[config.mk]
export PLATFORM = sky130hd
export DESIGN_NAME = misr_sig_analyzer
export DESIGN_NICKNAME = d
export VERILOG_FILES = /design/src/rtl/misr_sig_analyzer.sv
export SDC_FILE = /design/constraint.sdc
export NUM_CORES = 1
export LEC_CHECK = 0
export BUFFER_PORTS_ARGS = -buffer_cell sky130_fd_sc_hd__buf_2
export CAP_MARGIN = 10
export CORE_MARGIN = 8
export CORE_UTILIZATION = 44
export CTS_CLUSTER_SIZE = 28
export DETAILED_ROUTE_END_ITERATION = 8
export PLACE_DENSITY_LB_ADDON = 0.12
export SLEW_MARGIN = 20
export SYNTH_ARGS = -nofsm -noshare
export SYNTH_HDL_FRONTEND = slang
export SYNTH_SLANG_ARGS = --single-unit
[constraint.sdc]
create_clock -name clk -period 5.2 [get_ports clk]
set_input_delay 1.04 -clock clk [delete_from_list [all_inputs] [get_ports clk]]
set_output_delay 1.04 -clock clk [all_outputs]
set_load 0.03 [all_outputs]
[src/rtl/misr_sig_analyzer.sv]
// misr_sig_analyzer: BIST response compactor that sits behind the ripple-carry adder.
// The word {co, sum} is folded into an (N+1)-bit Galois MISR. The number of folded
// samples is fixed by pattern_count, which is captured on start. At the end of a run,
// done is raised and pass compares the frozen signature against golden.
//
// Optional build macro: MISR_MASK_EN
//   When it is defined, an in_mask port is added. Any response bit whose in_mask bit
//   is 1 is blocked, so X or unknown bits cannot enter the signature.
//   When it is undefined, the port is absent and no mask logic is built.
module misr_sig_analyzer #(
  parameter int         N     = 16,
  parameter int         CNT_W = 8,
  parameter logic [N:0] POLY  = 17'h00009,
  parameter logic [N:0] SEED  = 17'h00000
) (
  input  logic             clk,
  input  logic             rst,
  input  logic             start,
  input  logic [CNT_W-1:0] pattern_count,
  input  logic [N:0]       golden,
  input  logic             in_valid,
  input  logic [N-1:0]     sum,
  input  logic             co,
`ifdef MISR_MASK_EN
  input  logic [N:0]       in_mask,
`endif
  output logic             busy,
  output logic             done,
  output logic             pass,
  output logic [N:0]       signature
);

  localparam int W = N + 1;

  typedef enum logic [1:0] {
    IDLE = 2'd0,
    RUN  = 2'd1,
    DONE = 2'd2
  } state_t;

  state_t           state;
  logic [CNT_W-1:0] cnt;
  logic [CNT_W-1:0] cnt_lat;
  logic [W-1:0]     d;
  logic [W-1:0]     sig_next;
  logic             last_sample;

  // Response word that is compacted; masked bits are forced to 0 before folding
`ifdef MISR_MASK_EN
  assign d = {co, sum} & ~in_mask;
`else
  assign d = {co, sum};
`endif

  // Galois MISR step: shift left, feed the MSB back through POLY, and fold in d
  always_comb begin
    sig_next = {signature[W-2:0], 1'b0} ^ (signature[W-1] ? POLY : '0) ^ d;
  end

  // The accepted sample that completes the programmed count
  assign last_sample = (cnt == cnt_lat - 1'b1);

  // Run control FSM with registered busy/done decodes, the MISR, and the sample counter
  always_ff @(posedge clk) begin
    // NOTE: reset is sampled only on the clock edge (synchronous), and every state
    // register uses <= so all of them update together from pre-edge values.
    if (rst) begin
      state     <= IDLE;
      signature <= SEED;
      cnt       <= '0;
      cnt_lat   <= '0;
      busy      <= 1'b0;
      done      <= 1'b0;
    end else begin
      case (state)
        IDLE, DONE: begin
          // A start in DONE restarts the analyzer exactly like a start in IDLE
          if (start) begin
            signature <= SEED;
            cnt       <= '0;
            cnt_lat   <= pattern_count;
            if (pattern_count != '0) begin
              state <= RUN;
              busy  <= 1'b1;
              done  <= 1'b0;
            end else begin
              state <= DONE;
              busy  <= 1'b0;
              done  <= 1'b1;
            end
          end
        end
        RUN: begin
          // start is ignored here; in_valid=0 stalls the run with no update
          if (in_valid) begin
            signature <= sig_next;
            cnt       <= cnt + 1'b1;
            if (last_sample) begin
              state <= DONE;
              busy  <= 1'b0;
              done  <= 1'b1;
            end
          end
        end
        default: begin
          state <= IDLE;
          busy  <= 1'b0;
          done  <= 1'b0;
        end
      endcase
    end
  end

  // While done is high, pass follows golden with no register in the path
  assign pass = done & (signature == golden);

endmodule

==> results of run 1 <==
logic make-up (layout without fill, tap and decap cells):
family,after synthesis,in the layout,share of synthesized area
multiplexers,2,2,0.0104
adder cells (fa/ha/maj),2,2,0.0122
buffers and inverters,17,76,0.0385
AO/OA/AOI/OAI,41,41,0.122
AND/OR/NAND/NOR,103,103,0.252
XOR/XNOR,50,50,0.214
flip-flops,36,36,0.352
final cells by class:
type | instances | area (µm²) | area share
multi-input cells | 198 | 1250 | 0.507
well taps | 54 | 67.6 | 0.0274
clock buffers | 6 | 72.6 | 0.0295
clock inverters | 1 | 5.00 | 0.00203
inverters | 2 | 7.51 | 0.00305
repair buffers | 67 | 340 | 0.138
flip-flops and latches | 36 | 721 | 0.293
final timing paths:
path / end / slack [ps] / cells past startpoint
max: pass / 2020 / 6
min: cnt_lat[6]$_SDFFE_PP0P_ / 470 / 2
max reg2reg: cnt[7]$_SDFFE_PP0P_ / 3310 / 7
min reg2reg: cnt_lat[6]$_SDFFE_PP0P_ / 470 / 2
stage by stage:
step | instance area (µm²) | power, mW
2_1_floorplan | 2050 | 0.413
3_3_place_gp | 2390 | 0.455
3_5_place_dp | 2390 | 0.457
4_1_cts | 2460 | 0.642
5_1_grt | 2460 | 0.675
6_report | 2460 | 0.634
where the power goes:
group	switching (mW)	total [mW]	internal [mW]
Clock	0.0939	0.185	0.0911
Sequential	0.0175	0.306	0.288
Combinational	0.0817	0.144	0.0619
cell usage in the layout (no fill, tap or decap):
master,n
a21oi_1,12
a22o_1,1
a31oi_1,18
a32o_1,1
and3_1,1
buf_2,65
buf_4,2
clkbuf_1,1
clkbuf_8,5
clkinv_2,1
dfxtp_1,36
ha_1,2
inv_1,2
mux2_2,1
mux2i_1,1
nand2_1,26
nand2_4,1
nand2b_1,2
nand3_1,3
nand3b_1,1
nand4_1,8
nand4_4,1
nor2_1,47
nor2b_1,1
nor3_1,2
nor3b_2,1
nor4_1,2
nor4_4,2
o2111ai_2,1
o21ai_0,7
o32ai_1,1
or2_1,1
or3_1,2
or4_1,2
xnor2_1,36
xor2_1,14
registers in the layout, summed over array words and instances, names as in the netlist:
register   count
cnt_lat        8
done           1
state          1
signature     17
busy           1
cnt            8
tightest hold or removal path: cells and delay by family (launching register included):
kind	cells	cell delay (ps)
simple gates	1	50
flops	1	320
compound gates	1	50
layer usage:
layer	vias up	share of wire	wire length (µm)	GRT usage
met5	-	0	0	0
met3	4	0.057	290	0.0552
li1	969	-	-	-
met1	878	0.46	2350	0.159
met2	50	0.48	2450	0.242
met4	0	0.0090	46	0.0487
==> run_results.csv, run 1 <==
group,metric,value,unit
worst_hold_path,hold_start,"cnt_lat[6]$_SDFFE_PP0P_",
power_and_ir_drop,power.density,258,nW/µm²
clocking,h-tree-depth,2,
cells_and_area,drive_gt1_frac,0.258,
cells_and_area,final_util,0.536,
global_route,overflow,0,
worst_setup_path,cp-startpoint,"golden[8]",
synthesis,synth.top_cells.by_area,"dfxtp_1, xnor2_1, nor2_1",
synthesis,yosysUniqueCellTypes,36,
worst_setup_path,worstSetupPathType,"primary input to output port",
clocking,tritoncts,"yes",
synthesis,synth_top_cell_by_area,"dfxtp_1",
timing,finalSetupViolations,0,
synthesis,netlist_instances,251,
synthesis,ys_warn_count,0,
die,die_x,84.3,µm
timing,fin_crit_sh,0.612,
die,start_util,0.446,
detailed_routing,viasPerCell,5.22,
timing,fin_ws,2020,ps
detailed_routing,route.detailed.drc,0,
worst_setup_path,worstPathRequired,4160,ps
clocking,post-cts-setup-buffers,0,
global_route,grt_pass1_vias,1889,
worst_setup_path,cp_cell_sequence,"buf_2, xor2_1, nor4_1, nand3_1, nor4_1, buf_2",
clocking,numCtsBuffers,5,
die,coreArea,4600,µm²
synthesis,ys_seq_area_frac,0.352,
clocking,clk_pin_slew_worst_paths,70,ps
worst_setup_path,slowest_stage,"nor4_1",
global_route,grt_pass1_wl,8.46,mm
timing,worst_pin_slew,588,ps
job,drv_cap,0,
cells_and_area,layout.nets,358,
outcome,status,"finished, final reports clean",
clocking,clk_path_buf_depth,2,
timing,clock_skew,6.16,ps
timing,fin_setup_tns,0,ps
power_and_ir_drop,p_leak,1.03,nW
die,die_area,7100,µm²
cells_and_area,n_fill_cell,455,
detailed_routing,drtIter0Drc,85,
timing,slew_viol_final,0,
worst_setup_path,crit_arrival,2140,ps
synthesis,synth.avg_cell_area,8.17,µm²
worst_setup_path,r2r-start,"state[0]$_SDFFE_PP0P_",
timing,relSlewSlack,0.608,
synthesis,ys_top_cells_by_count,"nor2_1, dfxtp_1, xnor2_1, nand2_1, a31oi_1",
timing,whs,474,ps
clocking,cts_resized,0,
synthesis,synth_area,2050,µm²
timing,fmax,0.314,GHz
place,dp.cells,357,
clocking,cts_sinks,36,
worst_hold_path,hold_path_class,"flip-flop to flip-flop",
worst_setup_path,cpLargestDelayFamily,"simple AND/OR/NAND/NOR gates",
cells_and_area,n_antenna_cell,0,
place,numPortBuffers,65,
worst_setup_path,crit_buf_inv,2,
die,row_count,25,
detailed_routing,ant_nets,0,
die,dieHeight,84.3,µm
detailed_routing,post_drt_wl_per_cell,14.1,µm
worst_setup_path,cp-start-kind,"primary input",
synthesis,ys.flop_type,"dfxtp_1",
synthesis,synth_edf_count,0,
synthesis,synthArstFlopShare,0,
power_and_ir_drop,ir_drop,0.000128,V
timing,finalHoldViolations,0,
synthesis,synth_top_area_share,0.352,
die,io_pins,66,
synthesis,synth-seq-cells,36,
clocking,cts_root_buf,"clkbuf_8",
global_route,grt_start_max_net_pins,38,
synthesis,post-synth-top-count-cell,"nor2_1",
clocking,clk_latency,280,ps
detailed_routing,route.vias.total,1901,
worst_setup_path,cpPeakStageDelay,270,ps
timing,min_period,3180,ps
cells_and_area,syn_to_final_growth,20.2,%
cells_and_area,final_cells,364,
place,dp_hpwl,3.83,mm
detailed_routing,wirelength,5.13,mm
place,gp_congestion,0.759,
worst_setup_path,cp_max_fo,1,
timing,rsz0062_at_grt,"no",
worst_setup_path,endpoint_kind,"output port",
detailed_routing,dr.pass1.iters,4,
synthesis,syn-num-nets,299,
place,dp_slack,2030,ps
global_route,track_usage,0.143,
global_route,antenna_found_initial,0,
clocking,holdBufCountCts,0,
Note: power is estimated with default switching activity, not from simulation.
==> run 2, diff against run 1 <==
clock period = 2.7 ns   (was 5.2 ns; I/O delays follow)
==> run 2 against run 1 <==
  * Non-clock buffer count grew 1
  * Sequential share of layout area down 0.31 points
  * Global-route usage rose by 0.62 points
  * Critical path type is now flip-flop to output port
  * Largest power group unchanged
==> run_results.csv, run 2 (synthesis results as in run 1) <==
group,metric,value,unit
outcome,status,"finished, final reports clean",
timing,rsz0062_at_grt,"no",
clocking,clk_latency,290,ps
die,io_pins,66,
die,row_count,25,
detailed_routing,viasPerCell,5.15,
cells_and_area,largest_register_ffs,17,
clocking,tritoncts,"yes",
clocking,cts_sinks,36,
place,dp_hpwl,3.92,mm
clocking,cts_root_buf,"clkbuf_8",
cells_and_area,top_register,"signature",
timing,fin_setup_tns,0,ps
clocking,clk_path_buf_depth,2,
timing,min_period,2190,ps
worst_setup_path,endpoint_kind,"output port",
place,numPortBuffers,65,
power_and_ir_drop,power.density,515,nW/µm²
cells_and_area,drive_gt1_frac,0.264,
clocking,clk_pin_slew_worst_paths,70,ps
global_route,grt_pass1_wl,8.79,mm
timing,relSlewSlack,0.666,
power_and_ir_drop,p_leak,1.04,nW
die,dieHeight,84.3,µm
global_route,antenna_found_initial,0,
clocking,cts_resized,0,
worst_setup_path,worstPathRequired,2160,ps
timing,fin_crit_sh,0.810,
detailed_routing,route.vias.total,1881,
global_route,grt_start_max_net_pins,37,
timing,fmax,0.457,GHz
cells_and_area,layout.nets,359,
cells_and_area,n_antenna_cell,0,
cells_and_area,syn_to_final_growth,21.5,%
die,die_area,7100,µm²
clocking,holdBufCountCts,0,
worst_setup_path,cp_max_fo,4,
timing,worst_pin_slew,501,ps
timing,clock_skew,3.64,ps
global_route,track_usage,0.149,
power_and_ir_drop,ir_drop,0.000215,V
worst_setup_path,cp-start-kind,"flip-flop",
place,dpl_cell_area,2390,µm²
detailed_routing,drtIter0Drc,102,
place,gp_congestion,0.741,
detailed_routing,ant_nets,0,
cells_and_area,most-common-layout-cells,"buf_2, nor2_1, xnor2_1, dfxtp_1, nand2_1",
clocking,post-cts-setup-buffers,0,
worst_setup_path,crit_arrival,1650,ps
detailed_routing,route.detailed.drc,0,
clocking,numCtsBuffers,5,
die,die_x,84.3,µm
cells_and_area,top_regs,"signature: 17 flops, cnt: 8 flops, cnt_lat: 8 flops",
detailed_routing,dr.pass1.iters,4,
timing,finalHoldViolations,0,
timing,slew_viol_final,0,
job,drv_cap,0,
die,coreArea,4600,µm²
die,start_util,0.446,
cells_and_area,fin_area,2490,µm²
detailed_routing,post_drt_wl_per_cell,14.0,µm
global_route,grt_pass1_vias,1959,
global_route,overflow,0,
cells_and_area,final_common_cell,"buf_2",
worst_hold_path,hold_path_class,"flip-flop to flip-flop",
clocking,h-tree-depth,2,
worst_setup_path,worstSetupPathType,"flip-flop to output port",
timing,finalSetupViolations,0,
detailed_routing,wirelength,5.11,mm
==> run 2: per-stage QoR <==
stage / instances / worst slack, ps / utilization / hold slack [ps] / total power [mW]
floorplan: 251 / 210 / - / 443 / 0.796
global placement: 358 / 588 / 0.521 / 461 / 0.877
detailed placement: 358 / 537 / 0.521 / 472 / 0.880
CTS: 365 / 486 / 0.541 / 482 / 1.30
global route: 365 / 337 / 0.541 / 495 / 1.35
finish: 365 / 512 / 0.541 / 480 / 1.28
==> run 2: final cells by class <==
| class | count | area (µm²) |
|---|---|---|
| clock buffers | 7 | 96.3 |
| fillers | 462 | 2110 |
| inverters | 2 | 7.51 |
| multi-input cells | 198 | 1250 |
| flip-flops and latches | 36 | 721 |
| well taps | 54 | 67.6 |
| repair buffers | 68 | 348 |
==> run 2: critical path: stages (launching register included) <==
cell and delay (ps):
dfxtp_1 350, xor2_1 170, nor4_1 280, nand3_1 140, nor4_1 170, buf_2 240
==> run 2: where the power goes <==
group / leakage, nW / switching, mW / internal (mW)
combinational: 0.701 / 0.156 / 0.120
clock: 0.0503 / 0.189 / 0.227
sequential: 0.293 / 0.0339 / 0.555
==> run 2: path summary, 6_finish.rpt <==
| check | startpoint | to | slack, ps | cells past startpoint |
|---|---|---|---|---|
| worst max-delay path | signature[8]$_SDFFE_PP0P_ | pass | 510 | 5 |
| worst min-delay path | cnt_lat[6]$_SDFFE_PP0P_ | cnt_lat[6]$_SDFFE_PP0P_ | 480 | 2 |
| worst max register to register | cnt_lat[0]$_SDFFE_PP0P_ | state[0]$_SDFFE_PP0P_ | 860 | 7 |
| worst min register to register | cnt_lat[6]$_SDFFE_PP0P_ | cnt_lat[6]$_SDFFE_PP0P_ | 480 | 2 |
==> run 2: per-layer routing <==
metal,share of wire,vias to the layer above,GRT usage,wire length [µm]
li1,-,970,-,-
met1,0.45,849,0.164,2320
met2,0.46,53,0.249,2350
met3,0.069,9,0.0581,351
met4,0.018,0,0.0612,93
met5,0,-,0,0
